<file path="config.mk">
export PLATFORM = sky130hd
export DESIGN_NAME = clock_enable_gen
export DESIGN_NICKNAME = d
export VERILOG_FILES = /design/src/rtl/clock_pkg.sv /design/src/rtl/clock_enable_gen_if.sv /design/src/rtl/clock_divider_channel.sv /design/src/rtl/clock_enable_gen.sv
export SDC_FILE = /design/constraint.sdc
export NUM_CORES = 1
export LEC_CHECK = 0
export BUFFER_PORTS_ARGS = -buffer_cell sky130_fd_sc_hd__buf_2
export CORE_UTILIZATION = 45
export CTS_BUF_LIST = sky130_fd_sc_hd__clkbuf_8
export DETAILED_ROUTE_END_ITERATION = 6
export GPL_TIMING_DRIVEN = 1
export MAX_ROUTING_LAYER = met4
export PLACE_DENSITY = 0.65
export SYNTH_ARGS = -nofsm -noshare
export SYNTH_HDL_FRONTEND = slang
export SYNTH_SLANG_ARGS = --single-unit
</file>
<file path="constraint.sdc">
create_clock -name clock_i -period 5 [get_ports clock_i]
set_input_delay 0 -clock clock_i [delete_from_list [all_inputs] [get_ports clock_i]]
set_output_delay 0 -clock clock_i [all_outputs]
set_load 0.03 [all_outputs]
</file>
<file path="src/rtl/clock_pkg.sv">
// -----------------------------------------------------------------------------
// clock_pkg
// Shared constants for the clock-enable generator: the CPU/PPU reset dividers,
// channel index names, the packed default divider word, and a helper that sizes
// the config channel-select field.
// -----------------------------------------------------------------------------
package clock_pkg;

    localparam int unsigned CPU_DIVIDER      = 12;
    localparam int unsigned PPU_DIVIDER      = 4;

    localparam int unsigned CH_CPU           = 0;
    localparam int unsigned CH_PPU           = 1;

    localparam int unsigned DEFAULT_WIDTH    = 8;
    localparam int unsigned DEFAULT_CHANNELS = 2;

    // Channel i occupies bits [i*DEFAULT_WIDTH +: DEFAULT_WIDTH].
    localparam logic [DEFAULT_CHANNELS*DEFAULT_WIDTH-1:0] DEFAULT_DIVIDERS =
        {DEFAULT_WIDTH'(PPU_DIVIDER), DEFAULT_WIDTH'(CPU_DIVIDER)};

    // Width of a channel index; a single channel still gets a 1-bit field.
    function automatic int unsigned chan_sel_width(input int unsigned n);
        return (n > 1) ? $clog2(n) : 1;
    endfunction

endpackage

</file>
<file path="src/rtl/clock_enable_gen_if.sv">
// -----------------------------------------------------------------------------
// clock_enable_gen_if
// Per-channel control/enable bundle between the generator top level and one
// divider channel.
//   wr_en      : accepted divider write for this channel
//   wr_divider : divider value carried with wr_en
//   halt       : freeze this channel
//   resync     : global phase-align request
//   tick       : registered period-end enable
//   mid_tick   : registered mid-period enable
// master = top-level control side, slave = divider channel.
// -----------------------------------------------------------------------------
interface clock_enable_gen_if #(
    parameter int unsigned COUNTER_WIDTH = 8
);

    logic                     wr_en;
    logic [COUNTER_WIDTH-1:0] wr_divider;
    logic                     halt;
    logic                     resync;
    logic                     tick;
    logic                     mid_tick;

    modport master (
        output wr_en,
        output wr_divider,
        output halt,
        output resync,
        input  tick,
        input  mid_tick
    );

    modport slave (
        input  wr_en,
        input  wr_divider,
        input  halt,
        input  resync,
        output tick,
        output mid_tick
    );

endinterface

</file>
<file path="src/rtl/clock_divider_channel.sv">
// -----------------------------------------------------------------------------
// clock_divider_channel
// One clock-enable channel: a 0..D-1 counter with active and shadow dividers.
// Emits a one-cycle tick on the wrap edge and a one-cycle mid pulse when the
// counter reaches floor(D/2). New dividers wait in the shadow until the next
// wrap (or a resync), so a period in progress always completes with its old D.
// Ports:
//   clock_i  : master clock (rising edge)
//   reset_ni : synchronous active-low reset
//   bus      : slave side of clock_enable_gen_if (write, halt, resync, pulses)
// -----------------------------------------------------------------------------
module clock_divider_channel
    import clock_pkg::*;
#(
    parameter int unsigned             COUNTER_WIDTH   = 8,
    parameter logic [COUNTER_WIDTH-1:0] DEFAULT_DIVIDER = COUNTER_WIDTH'(CPU_DIVIDER)
) (
    input  logic               clock_i,
    input  logic               reset_ni,
    clock_enable_gen_if.slave  bus
);

    localparam int unsigned CW = COUNTER_WIDTH;

    logic [CW-1:0] r_cnt;
    logic [CW-1:0] r_div;
    logic [CW-1:0] r_shadow;
    logic          r_pending;
    logic          r_tick;
    logic          r_mid;

    logic          w_last;
    logic [CW-1:0] w_cnt_next;
    logic          w_mid_hit;

    // Active divider is never zero, so D-1 cannot underflow.
    assign w_last     = (r_cnt == r_div - CW'(1));
    assign w_cnt_next = w_last ? '0 : r_cnt + CW'(1);
    // For D=1 the midpoint is 0, so the mid pulse coincides with every tick.
    assign w_mid_hit  = (w_cnt_next == (r_div >> 1));

    assign bus.tick     = r_tick;
    assign bus.mid_tick = r_mid;

    // Counter, divider reload, and pulse registers.
    always_ff @(posedge clock_i) begin
        if (!reset_ni) begin
            r_cnt     <= '0;
            r_div     <= DEFAULT_DIVIDER;
            r_shadow  <= DEFAULT_DIVIDER;
            r_pending <= 1'b0;
            r_tick    <= 1'b0;
            r_mid     <= 1'b0;
        end else begin
            r_tick <= 1'b0;
            r_mid  <= 1'b0;

            if (bus.wr_en) begin
                r_shadow  <= bus.wr_divider;
                r_pending <= 1'b1;
            end

            if (bus.resync) begin
                // Clear wins over halt; a same-cycle write takes effect at once.
                r_cnt <= '0;
                if (bus.wr_en) begin
                    r_div     <= bus.wr_divider;
                    r_pending <= 1'b0;
                end else if (r_pending) begin
                    r_div     <= r_shadow;
                    r_pending <= 1'b0;
                end
            end else if (!bus.halt) begin
                r_cnt  <= w_cnt_next;
                r_tick <= w_last;
                r_mid  <= w_mid_hit;
                // On a wrap the old shadow goes live; a write landing on the
                // same edge stays pending for the following wrap.
                if (w_last && r_pending) begin
                    r_div     <= r_shadow;
                    r_pending <= bus.wr_en;
                end
            end
        end
    end

endmodule

</file>
<file path="src/rtl/clock_enable_gen.sv">
// -----------------------------------------------------------------------------
// clock_enable_gen
// Multi-channel clock-enable generator. Decodes and validates divider writes,
// reports rejected writes, and fans halt/resync out to NUM_CHANNELS divider
// channels.
// Ports:
//   clock_i       : master clock (rising edge)
//   reset_ni      : synchronous active-low reset
//   halt_i        : per-channel freeze
//   resync_i      : zero all counters, apply pending dividers
//   cfg_valid_i   : divider write strobe
//   cfg_channel_i : write target channel
//   cfg_divider_i : new divider value
//   cfg_error_o   : registered one-cycle pulse for a rejected write
//   tick_o        : registered period-end enable per channel
//   mid_tick_o    : registered mid-period enable per channel
// -----------------------------------------------------------------------------
module clock_enable_gen #(
    parameter int unsigned NUM_CHANNELS  = 2,
    parameter int unsigned COUNTER_WIDTH = 8,
    parameter logic [NUM_CHANNELS*COUNTER_WIDTH-1:0] DEFAULT_DIVIDERS =
        clock_pkg::DEFAULT_DIVIDERS
) (
    input  logic                     clock_i,
    input  logic                     reset_ni,
    input  logic [NUM_CHANNELS-1:0]  halt_i,
    input  logic                     resync_i,
    input  logic                     cfg_valid_i,
    input  logic [clock_pkg::chan_sel_width(NUM_CHANNELS)-1:0] cfg_channel_i,
    input  logic [COUNTER_WIDTH-1:0] cfg_divider_i,
    output logic                     cfg_error_o,
    output logic [NUM_CHANNELS-1:0]  tick_o,
    output logic [NUM_CHANNELS-1:0]  mid_tick_o
);

    localparam int unsigned CW = COUNTER_WIDTH;

    logic                    w_ch_in_range;
    logic                    w_div_zero;
    logic                    w_accept;
    logic [NUM_CHANNELS-1:0] w_wr_en;
    logic                    r_cfg_error;

    // Channel-select width can exceed the channel count (e.g. 3 channels, 2 bits).
    assign w_ch_in_range = (32'(cfg_channel_i) < NUM_CHANNELS);
    assign w_div_zero    = (cfg_divider_i == '0);
    assign w_accept      = cfg_valid_i && w_ch_in_range && !w_div_zero;

    // One-hot write enable toward the addressed channel.
    always_comb begin
        w_wr_en = '0;
        for (int unsigned i = 0; i < NUM_CHANNELS; i++) begin
            if (w_accept && (32'(cfg_channel_i) == i)) begin
                w_wr_en[i] = 1'b1;
            end
        end
    end

    // Rejected-write flag, high for exactly the cycle after the strobe.
    always_ff @(posedge clock_i) begin
        if (!reset_ni) begin
            r_cfg_error <= 1'b0;
        end else begin
            r_cfg_error <= cfg_valid_i && !(w_ch_in_range && !w_div_zero);
        end
    end

    assign cfg_error_o = r_cfg_error;

    // One divider channel per enable output.
    for (genvar g = 0; g < NUM_CHANNELS; g++) begin : g_ch
        clock_enable_gen_if #(.COUNTER_WIDTH(CW)) u_bus ();

        assign u_bus.wr_en      = w_wr_en[g];
        assign u_bus.wr_divider = cfg_divider_i;
        assign u_bus.halt       = halt_i[g];
        assign u_bus.resync     = resync_i;

        clock_divider_channel #(
            .COUNTER_WIDTH   (CW),
            .DEFAULT_DIVIDER (DEFAULT_DIVIDERS[g*CW +: CW])
        ) u_channel (
            .clock_i  (clock_i),
            .reset_ni (reset_ni),
            .bus      (u_bus.slave)
        );

        assign tick_o[g]     = u_bus.tick;
        assign mid_tick_o[g] = u_bus.mid_tick;
    end

endmodule

</file>
==> results.yml <==
status:
  status: "complete, no violations"
pwr:
  clkPwrFrac_pct: 30.8
  leakage_nw: 1.356
  powerDensity_mw_per_mm2: 236.3
  vdd_drop_max_v: 0.0001440
  switching_share_pct: 29.79
  total_power_mw: 0.8720
  combPwrFrac_pct: 15.0
  intPower_mw: 0.6123
  p_sw_mw: 0.2598
  power_frac_seq_pct: 54.3
worst_setup_path:
  r2r_slack_ps: 2020
  crit_required_ps: 5210
  critPathKind: "reg2reg"
  worstPathMaxFanout: 15
  cpPeakStageDelay_ps: 940
  slowest_stage: "a31oi_1"
  crit_chain: "nor4_1 -> nand4b_1 -> a31oi_1 -> a41o_2 -> a21oi_1 -> a311oi_1"
  worstPathArrival_ps: 3190
  crit_path_start_kind: "flop"
  cp-end-kind: "flop"
yosys:
  syn_area_per_cell_um2: 8.185
  ys_seq_area_share_pct: 32.11
  synth_top_area_share_pct: 32.11
  syn_area_mm2: 0.003430
  synthArstFlopShare_pct: 0
  ys_types: 61
  ys_seq_elements: 55
  netlist_top_cells_count: "dfxtp_1, a21oi_1, nand2_1"
  synth_edf_count: 0
  synth_area_leaders: "dfxtp_1, mux2i_1, xnor2_1"
  synth_ff_type: "dfxtp_1"
  syn_nets: 438
  synthCells: 419
  yosysWarnings: 0
  yosysTopAreaCell: "dfxtp_1"
  synth.most_common_cell: "dfxtp_1"
timing:
  tns_ps: 0
  setup-violations-final: 0
  slew_headroom_pct: 23.03
  grt_setup_unrepaired: "no"
  worst_slew_pin_slew_ps: 1149
  max_freq_ghz: 0.3354
  hold_viol: 0
  fin_skew_ps: 16.91
  timing.final.crit_share_pct: 59.63
  drv_slew: 0
  min_period_ps: 2981
drt:
  vias: 3034
  vias_per_cell: 5.812
  first_pass_iters: 4
  drc: 0
  wire_per_inst_um: 14.82
  wl_met2_mm: 3.603
  wl_met3_um: 298
  routed_wl_mm: 7.737
  drt-met1-wl_mm: 3.765
  first_iter_violations: 182
  top_layer: "met4"
  ant_nets: 0
floorplanning:
  rows: 31
  fp.dieH_um: 89.30
  core_area_mm2: 0.007292
  die_x_um: 89.30
  dieArea_mm2: 0.007974
  initial_utilization_pct: 47.03
  ios: 20
cells_and_area:
  diodes: 0
  nets: 441
  drive_above_1_share_pct: 10.17
  area_delta_synth_final_pct: 7.625
  utilization_pct: 50.62
global_route:
  grt_pass1_vias: 2800
  grt_pass1_wl_mm: 13.21
  grtUsageTotal_pct: 21.79
  grt_overflow: 0
  grt_max_degree: 27
  antenna_found_initial: 0
placed_design:
  place_congestion: 0.8496
  hpwl_mm: 5.430
  io_buffers: 19
run:
  cap_violations: 0
clocking:
  path_clk_slew_ps: 120
  cts_max_level: 2
  clockBufferDepth: 2
  clock_latency_ps: 320
  cts_setup_buffers: 0
  cts_sinks: 55
  numCtsBuffers: 5
  clock_tree.root_cell: "clkbuf_8"
  cts_tree: "done"
min_path:
  min_path_type: "in2reg"
==> power groups by stage <==
stage          logic (mW)  clock network (mW)  registers, mW
2_1_floorplan       0.101                   0          0.474
3_3_place_gp        0.121                   0          0.482
3_5_place_dp        0.123                   0          0.483
4_1_cts             0.130               0.273          0.473
5_1_grt             0.145               0.292          0.476
6_report            0.130               0.268          0.473
==> cell usage in the layout (no fill, tap or decap), types with 3 or more instances in the layout <==
cell	instances
nand3_1	29
xor2_1	10
mux2_2	3
a21boi_0	3
or3_1	7
a211o_1	3
nor2_1	29
nor4_1	3
nand4b_1	3
dfxtp_1	55
o31ai_1	3
xnor2_1	24
a211oi_1	7
buf_2	19
clkbuf_8	5
nor4b_1	3
o21ai_0	18
a31oi_1	7
nor3_1	9
inv_1	12
mux2i_1	23
nand4_1	4
nand2_1	34
ha_1	4
dlygate4sd3_1	11
a311oi_1	4
and3_1	8
a21oi_1	38
or4_1	6
==> worst max-delay path, delay by kind of cell, from the launching register on <==
kind / cells / cell delay [ps]
and+or+nand+nor: 2 / 620
AOI/OAI and AO/OA: 4 / 1800
DFF: 1 / 450
==> routing by layer <==
metal / vias up / GRT usage [%]
li1: 1538 / -
met1: 1419 / 28.69
met2: 73 / 34.70
met3: 4 / 2.955
met4: 0 / 6.782
met5: - / -
==> kinds of logic (layout without fill, tap and decap cells) <==
group,after synthesis,after routing,synth area share (%)
AOI/OAI and AO/OA,104,104,21.23
adders and majority gates,4,4,1.459
and+or+nand+nor,148,148,22.40
xor gates and xnor gates,34,34,8.683
muxes,26,26,7.698
DFF,55,55,32.11
buffers and inverters,48,52,6.421
==> final timing paths <==
check | cells past startpoint | start | end
max | 6 | g_ch[0].u_channel.r_div[3] | g_ch[0].u_channel.r_div[4]
min | 3 | cfg_channel_i | g_ch[1].u_channel.r_shadow[0]
max reg2reg | 6 | g_ch[0].u_channel.r_div[3] | g_ch[0].u_channel.r_div[4]
min reg2reg | 2 | g_ch[1].u_channel.r_shadow[5] | g_ch[1].u_channel.r_shadow[5]
==> stage by stage <==
step	area [µm²]	hold WS, ps	setup slack, ps	cells
2_1_floorplan	3430	128.0	2675	419
3_3_place_gp	3485	270.6	2195	503
3_5_place_dp	3485	280.4	2023	503
4_1_cts	3691	12.97	2013	522
5_1_grt	3691	22.51	1704	522
6_report	3691	24.77	2019	522
==> sequential cells by signal, summed over array words and instances, names as in the netlist <==
signal                       cells
g_ch.u_channel.r_div            16
cfg_error_o                      1
g_ch.u_channel.r_cnt            16
g_ch.u_channel.r_shadow         16
g_ch.u_channel.bus.tick          2
g_ch.u_channel.r_pending         2
g_ch.u_channel.bus.mid_tick      2
==> layout make-up <==
cell class | instances | area (µm²)
clock buffers | 5 | 68.82
clock inverters | 3 | 27.53
repair buffers | 31 | 212.7
well taps | 99 | 123.9
flip-flops and latches | 55 | 1101
inverters | 13 | 48.80
multi-input cells | 316 | 2108
fillers | 737 | 3601
==> repair_timing <==
action / 4_1_cts / 5_1_grt
setup endpoints to repair: 0 / 0
resized for setup: 0 / 0
hold buffers: 11 / 0
endpoints found under the hold margin: 13 / 0
(Power assumes the default switching activity.)
